==> src/rtl/bias_pkg.sv <==
// Shared types and helpers for the bias bank loader.
package bias_pkg;

  typedef enum logic [1:0] {
    S_IDLE   = 2'd0,
    S_REQ    = 2'd1,
    S_STREAM = 2'd2,
    S_DONE   = 2'd3
  } bias_state_e;

  localparam logic MODE_BANK_MAJOR = 1'b0;
  localparam logic MODE_WORD_MAJOR = 1'b1;

  // Bits needed to index 'value' items; never less than one.
  function automatic int unsigned clogb2(input int unsigned value);
    int unsigned v;
    int unsigned r;
    v = (value > 0) ? value - 1 : 0;
    r = 0;
    while (v > 0) begin
      r = r + 1;
      v = v >> 1;
    end
    return (r == 0) ? 1 : r;
  endfunction

endpackage

==> src/rtl/bias_beat_sequencer.sv <==
// Tracks bank/word position of each popped beat and its target buffer address.
module bias_beat_sequencer
  import bias_pkg::*;
#(
  parameter int unsigned ADDR_LEN   = 16,
  parameter int unsigned SINGLE_LEN = 24,
  parameter int unsigned BANK_NUM   = 2,
  localparam int unsigned BANK_W    = clogb2(BANK_NUM)
) (
  input  logic                  clk,
  input  logic                  rst_n,
  input  logic                  load,
  input  logic                  step,
  input  logic                  mode_in,
  input  logic [SINGLE_LEN-1:0] bias_num_in,
  input  logic [ADDR_LEN-1:0]   stride_in,
  input  logic [ADDR_LEN-1:0]   st_addr_in,
  output logic [BANK_W-1:0]     bank,
  output logic [ADDR_LEN-1:0]   addr,
  output logic                  last_c
);

  logic                  mode_q;
  logic [SINGLE_LEN-1:0] bias_num_q;
  logic [ADDR_LEN-1:0]   stride_q;
  logic [ADDR_LEN-1:0]   base_q;
  logic [SINGLE_LEN-1:0] word;
  logic                  bank_last;
  logic                  word_last;

  assign bank_last = (bank == BANK_W'(BANK_NUM - 1));
  assign word_last = (word == bias_num_q - SINGLE_LEN'(1));
  assign last_c    = bank_last && word_last;

  // addr always equals base + word*stride; it steps by stride whenever word does.
  always_ff @(posedge clk) begin
    if (!rst_n) begin
      mode_q     <= MODE_BANK_MAJOR;
      bias_num_q <= '0;
      stride_q   <= '0;
      base_q     <= '0;
      word       <= '0;
      bank       <= '0;
      addr       <= '0;
    end else if (load) begin
      mode_q     <= mode_in;
      bias_num_q <= bias_num_in;
      stride_q   <= stride_in;
      base_q     <= st_addr_in;
      word       <= '0;
      bank       <= '0;
      addr       <= st_addr_in;
    end else if (step) begin
      if (mode_q == MODE_BANK_MAJOR) begin
        if (word_last) begin
          word <= '0;
          addr <= base_q;
          bank <= bank_last ? '0 : bank + BANK_W'(1);
        end else begin
          word <= word + SINGLE_LEN'(1);
          addr <= addr + stride_q;
        end
      end else begin
        if (bank_last) begin
          bank <= '0;
          word <= word + SINGLE_LEN'(1);
          addr <= addr + stride_q;
        end else begin
          bank <= bank + BANK_W'(1);
        end
      end
    end
  end

endmodule

==> src/rtl/bias_bank_loader.sv <==
// Loads one bias job from DDR: issues the read request, then scatters FIFO
// beats across the bias banks and pulses done on the final write.
module bias_bank_loader
  import bias_pkg::*;
#(
  parameter int unsigned X_PE         = 16,
  parameter int unsigned DDR_ADDR_LEN = 32,
  parameter int unsigned ADDR_LEN     = 16,
  parameter int unsigned DATA_LEN     = 64,
  parameter int unsigned SINGLE_LEN   = 24,
  parameter int unsigned BANK_NUM     = 8 * X_PE / DATA_LEN
) (
  input  logic                    clk,
  input  logic                    rst_n,
  input  logic                    conf,
  input  logic                    mode,
  input  logic [SINGLE_LEN-1:0]   bias_num,
  input  logic [ADDR_LEN-1:0]     bb_stride,
  input  logic [DDR_ADDR_LEN-1:0] ddr_st_addr,
  input  logic [ADDR_LEN-1:0]     bb_st_addr,
  input  logic                    abort,
  output logic [DDR_ADDR_LEN-1:0] ddr_st_addr_out,
  output logic [SINGLE_LEN-1:0]   ddr_len,
  output logic                    ddr_conf,
  input  logic                    ddr_fifo_empty,
  input  logic [DATA_LEN-1:0]     ddr_fifo_data,
  output logic                    ddr_fifo_req,
  output logic [ADDR_LEN-1:0]     bb_addr,
  output logic [DATA_LEN-1:0]     bb_data,
  output logic [BANK_NUM-1:0]     bb_wea,
  output logic                    idle,
  output logic                    done,
  output logic                    conf_err
);

  localparam int unsigned BANK_W     = clogb2(BANK_NUM);
  localparam int unsigned WORD_BYTES = BANK_NUM * (DATA_LEN / 8);

  bias_state_e         state;
  logic                load;
  logic                pop;
  logic [BANK_W-1:0]   seq_bank;
  logic [ADDR_LEN-1:0] seq_addr;
  logic                seq_last_c;

  assign load         = (state == S_IDLE) && conf;
  assign pop          = (state == S_STREAM) && !ddr_fifo_empty;
  assign ddr_fifo_req = pop;

  bias_beat_sequencer #(
    .ADDR_LEN   (ADDR_LEN),
    .SINGLE_LEN (SINGLE_LEN),
    .BANK_NUM   (BANK_NUM)
  ) u_seq (
    .clk        (clk),
    .rst_n      (rst_n),
    .load       (load),
    .step       (pop),
    .mode_in    (mode),
    .bias_num_in(bias_num),
    .stride_in  (bb_stride),
    .st_addr_in (bb_st_addr),
    .bank       (seq_bank),
    .addr       (seq_addr),
    .last_c     (seq_last_c)
  );

  // Control FSM plus the DDR request and bank write-port registers.
  always_ff @(posedge clk) begin
    if (!rst_n) begin
      state           <= S_IDLE;
      ddr_st_addr_out <= '0;
      ddr_len         <= '0;
      ddr_conf        <= 1'b0;
      bb_addr         <= '0;
      bb_data         <= '0;
      bb_wea          <= '0;
      idle            <= 1'b1;
      done            <= 1'b0;
      conf_err        <= 1'b0;
    end else begin
      ddr_conf <= 1'b0;
      done     <= 1'b0;
      bb_wea   <= '0;

      if (conf && (state != S_IDLE)) conf_err <= 1'b1;

      // A pop always lands as a write, even in an aborting cycle.
      if (pop) begin
        bb_wea  <= BANK_NUM'(1) << seq_bank;
        bb_addr <= seq_addr;
        bb_data <= ddr_fifo_data;
      end

      case (state)
        S_IDLE: begin
          if (conf) begin
            conf_err        <= 1'b0;
            idle            <= 1'b0;
            ddr_st_addr_out <= ddr_st_addr;
            ddr_len         <= bias_num * SINGLE_LEN'(WORD_BYTES);
            if (bias_num == '0) begin
              state <= S_DONE;
              done  <= 1'b1;
            end else begin
              state    <= S_REQ;
              ddr_conf <= 1'b1;
            end
          end
        end
        S_REQ: begin
          if (abort) begin
            state <= S_IDLE;
            idle  <= 1'b1;
          end else begin
            state <= S_STREAM;
          end
        end
        S_STREAM: begin
          if (abort) begin
            state <= S_IDLE;
            idle  <= 1'b1;
          end else if (pop && seq_last_c) begin
            state <= S_DONE;
            done  <= 1'b1;
          end
        end
        S_DONE: begin
          state <= S_IDLE;
          idle  <= 1'b1;
        end
        default: begin
          state <= S_IDLE;
          idle  <= 1'b1;
        end
      endcase
    end
  end

endmodule
==> config.mk <==
export PLATFORM = sky130hd
export DESIGN_NAME = bias_bank_loader
export DESIGN_NICKNAME = d
export VERILOG_FILES = /design/src/rtl/bias_pkg.sv /design/src/rtl/bias_beat_sequencer.sv /design/src/rtl/bias_bank_loader.sv
export SDC_FILE = /design/constraint.sdc
export NUM_CORES = 1
export LEC_CHECK = 0
export CAP_MARGIN = 20
export CORE_MARGIN = 2
export CORE_UTILIZATION = 45
export CTS_CLUSTER_SIZE = 25
export DETAILED_ROUTE_END_ITERATION = 7
export PLACE_DENSITY = 0.87
export REMOVE_ABC_BUFFERS = 1
export SLEW_MARGIN = 20
export SYNTH_ARGS = -nofsm -noshare
export SYNTH_HDL_FRONTEND = slang
export SYNTH_SLANG_ARGS = --single-unit
==> constraint.sdc <==
create_clock -name clk -period 4.2 [get_ports clk]
set_input_delay 0.63 -clock clk [delete_from_list [all_inputs] [get_ports clk]]
set_output_delay 0.63 -clock clk [all_outputs]
set_load 0.005 [all_outputs]
==> results.sh <==
export IMPL_wl_per_cell_um=15.7
export IMPL_relSlewSlack_pct=36.9
export IMPL_yosysSeqAreaShare_pct=41.9
export IMPL_clock_sinks=218
export IMPL_preCtsSetupSlack_ns=0.540
export IMPL_maxCapViolations=0
export IMPL_cpPeakStageDelay_ns=0.87
export IMPL_path_clk_slew_ns=0.06
export IMPL_irDropWorstVdd_mv=0.316
export IMPL_placed_area_mm2=0.0133
export IMPL_cpMaxStageDelayCell="and4_1"
export IMPL_grt_max_degree=135
export IMPL_yosysTopAreaCellShare_pct=41.9
export IMPL_drt_total_wl_mm=28.6
export IMPL_globalRouteTotalUtil_pct=22.8
export IMPL_ys_types=70
export IMPL_cts_setup_buffers=0
export IMPL_async_reset_ff_share_pct=0
export IMPL_drt_iter0_markers=621
export IMPL_swShare_pct=25.2
export IMPL_power_w=0.00505
export IMPL_internal_power_w=0.00378
export IMPL_ys_warn_count=0
export IMPL_cp_required_ns=4.59
export IMPL_timing_hold_violations_final=0
export IMPL_p_clk_share_pct=40.9
export IMPL_p_switching_w=0.00127
export IMPL_worst_path_buf_inv=1
export IMPL_min_period_ns=3.67
export IMPL_clockRootBuffer="clkbuf_16"
export IMPL_viasPerCell=5.29
export IMPL_hpwlAfterDp_mm=20.0
export IMPL_crit_start="u_seq.bias_num_q[0]"
export IMPL_firstDrtPassIters=5
export IMPL_worstMarginPinSlew_ns=0.947
export IMPL_n_fill_cell=1883
export IMPL_period_share_pct=87.4
export IMPL_vias=9635
export IMPL_grt_overflow=0
export IMPL_final_layout_size_suffix_gt1_share_pct=4.62
export IMPL_final_area_mm2=0.0141
export IMPL_initial_core_util_pct=45.9
export IMPL_synth_area_leaders="dfxtp_1, nand2_1, a21boi_0"
export IMPL_ant_nets=0
export IMPL_final_nets=1701
export IMPL_antenna_found_initial=1
export IMPL_clockBufferDepth=3
export IMPL_slew_violations=0
export IMPL_drcViolationCount=0
export IMPL_clock_latency_ns=0.51
export IMPL_timing_fmax_mhz=272
export IMPL_setup_violations=0
export IMPL_io_buffers=296
export IMPL_crit_path_cell_trace="inv_1 -> ha_1 -> nor4b_2 -> nand4_2 -> or3_1 -> a211oi_1 -> and4_1 -> nor2_1 -> mux2i_1 -> nand3_1"
export IMPL_rows=55
export IMPL_reg2reg_slack_ns=0.53
export IMPL_hold_class="reg2reg"
export IMPL_io_pins=301
export IMPL_critical_path_max_fanout=26
export IMPL_dieHeight_um=156
export IMPL_cts_made_buffers=25
export IMPL_synthCells=1290
export IMPL_yosysTopAreaCell="dfxtp_1"
export IMPL_cts_resized=0
export IMPL_status="completed"
export IMPL_dieArea_mm2=0.0244
export IMPL_netlist_area_mm2=0.0104
export IMPL_power_leakage_nw=5.10
export IMPL_p_seq_share_pct=44.1
export IMPL_synth_edff_count=0
export IMPL_gp_congestion=0.919
export IMPL_power_density_mw_per_mm2=358
export IMPL_grt_pass1_wl_mm=46.0
export IMPL_synth_area_per_cell_um2=8.07
export IMPL_fin_worst_skew_ns=0.00712
export IMPL_crit_path_end_kind="register"
export IMPL_holdCritStartpoint="bb_addr[3]"
export IMPL_cts_hold_buffers=0
export IMPL_startpoint_type="register"
export IMPL_die_w_um=156
export IMPL_cp_top_family="simple AND/OR/NAND/NOR gates"
export IMPL_synth_ff_type="dfxtp_1"
export IMPL_yosys_register_bits=218
export IMPL_tritoncts="yes"
export IMPL_rsz0062_at_grt="false"
export IMPL_cp_arrival_ns=4.06
export IMPL_worstSetupPathType="reg2reg"
export IMPL_final_setup_worst_slack_ns=0.528
export IMPL_worstReg2RegStart="u_seq.bias_num_q[0]"
export IMPL_power_frac_comb_pct=15.0
export IMPL_syn_to_final_growth_pct=35.5
export IMPL_h_tree_depth=1
export IMPL_core_area_mm2=0.0227
export IMPL_grt_pass1_vias=9253
==> metal layers <==
layer	vias to the layer above	GRT usage, %	part of all wire (%)
li1	4788	-	-
met1	4443	28.6	43
met2	335	37.8	46
met3	69	6.08	7.7
met4	0	8.21	3.2
met5	-	0	0
==> layout by cell type, fill, tap and decap left out, types with 8 or more instances in the layout <==
cell type,count
nand2_1,385
clkdlybuf4s50_1,295
dfxtp_1,218
a21boi_0,169
nor2_1,74
xor2_1,29
o21ai_0,28
xnor2_1,27
a21oi_1,25
clkbuf_16,25
ha_1,21
nand3_1,20
inv_1,14
nor3_1,14
nor4_1,11
nand4_1,10
o31ai_1,10
buf_4,8
==> logic make-up after synthesis <==
logic type | synth area share, %
DFF | 41.9
adders and majority gates | 2.71
muxes | 0.480
other | 0.0360
xor gates and xnor gates | 4.71
and+or+nand+nor | 24.3
buffers and inverters | 5.36
AOI/OAI and AO/OA | 20.5
==> registers in the layout, summed over array words and instances (netlist names), 2 cells and up, named ones only <==
name              count
bb_addr              16
bb_data              64
bb_wea                2
ddr_st_addr_out      32
state                 2
u_seq.addr           16
u_seq.base_q         16
u_seq.bias_num_q     24
u_seq.stride_q       16
u_seq.word           24
==> through the flow <==
step                instances  hold slack (ns)  setup TNS, ns  utilization [%]
global placement         1779            0.446              0             58.7
finish                   1822            0.461              0             62.1
detailed placement       1779            0.455              0             58.7
global route             1821            0.482              0             62.1
CTS                      1821            0.463              0             62.1
floorplan                1190            0.439         -30.44                -
==> power groups by stage <==
| stage | Sequential [W] | Combinational [W] | Clock, W |
|---|---|---|---|
| after floorplan | 0.00225 | 0.000390 | 0 |
| after global placement | 0.00226 | 0.000739 | 0 |
| after detailed placement | 0.00227 | 0.000754 | 0 |
| after CTS | 0.00222 | 0.000760 | 0.00211 |
| after global routing | 0.00223 | 0.000836 | 0.00219 |
| final | 0.00222 | 0.000756 | 0.00207 |
==> cell usage after synthesis, drive strengths merged, types with 11 or more instances <==
master and number:
dfxtp 218, inv 15, o31ai 11, nor2 74, a21boi 169, a21oi 27
nor4 13, nor3 18, xnor2 27, o21ai 30, buf 37, nand4 12
ha 21, nand3 20, nand2 386, clkbuf 66, xor2 29
==> worst min-delay path: cells and delay by family, from the launching register on <==
family             cells  cell delay [ns]
AOI/OAI and AO/OA      1             0.06
and+or+nand+nor        1             0.05
DFF                    1             0.30
==> final cells by class <==
type                    count  area, µm²  area share, %
clock inverters             6       55.1          0.390
diodes                      1       2.50         0.0177
well taps                 285        357           2.53
repair buffers            304       3020           21.4
inverters                  15       56.3          0.399
multi-input cells         957       5540           39.2
clock buffers              36        717           5.08
flip-flops and latches    218       4360           30.9
==> path summary, 6_finish.rpt <==
| check | to | cells past startpoint |
|---|---|---|
| max | u_seq.addr[14] | 10 |
| max reg2reg | u_seq.addr[14] | 10 |
| min | bb_addr[3] | 2 |
| min reg2reg | bb_addr[3] | 2 |
Note: power is estimated with default switching activity, not from simulation.
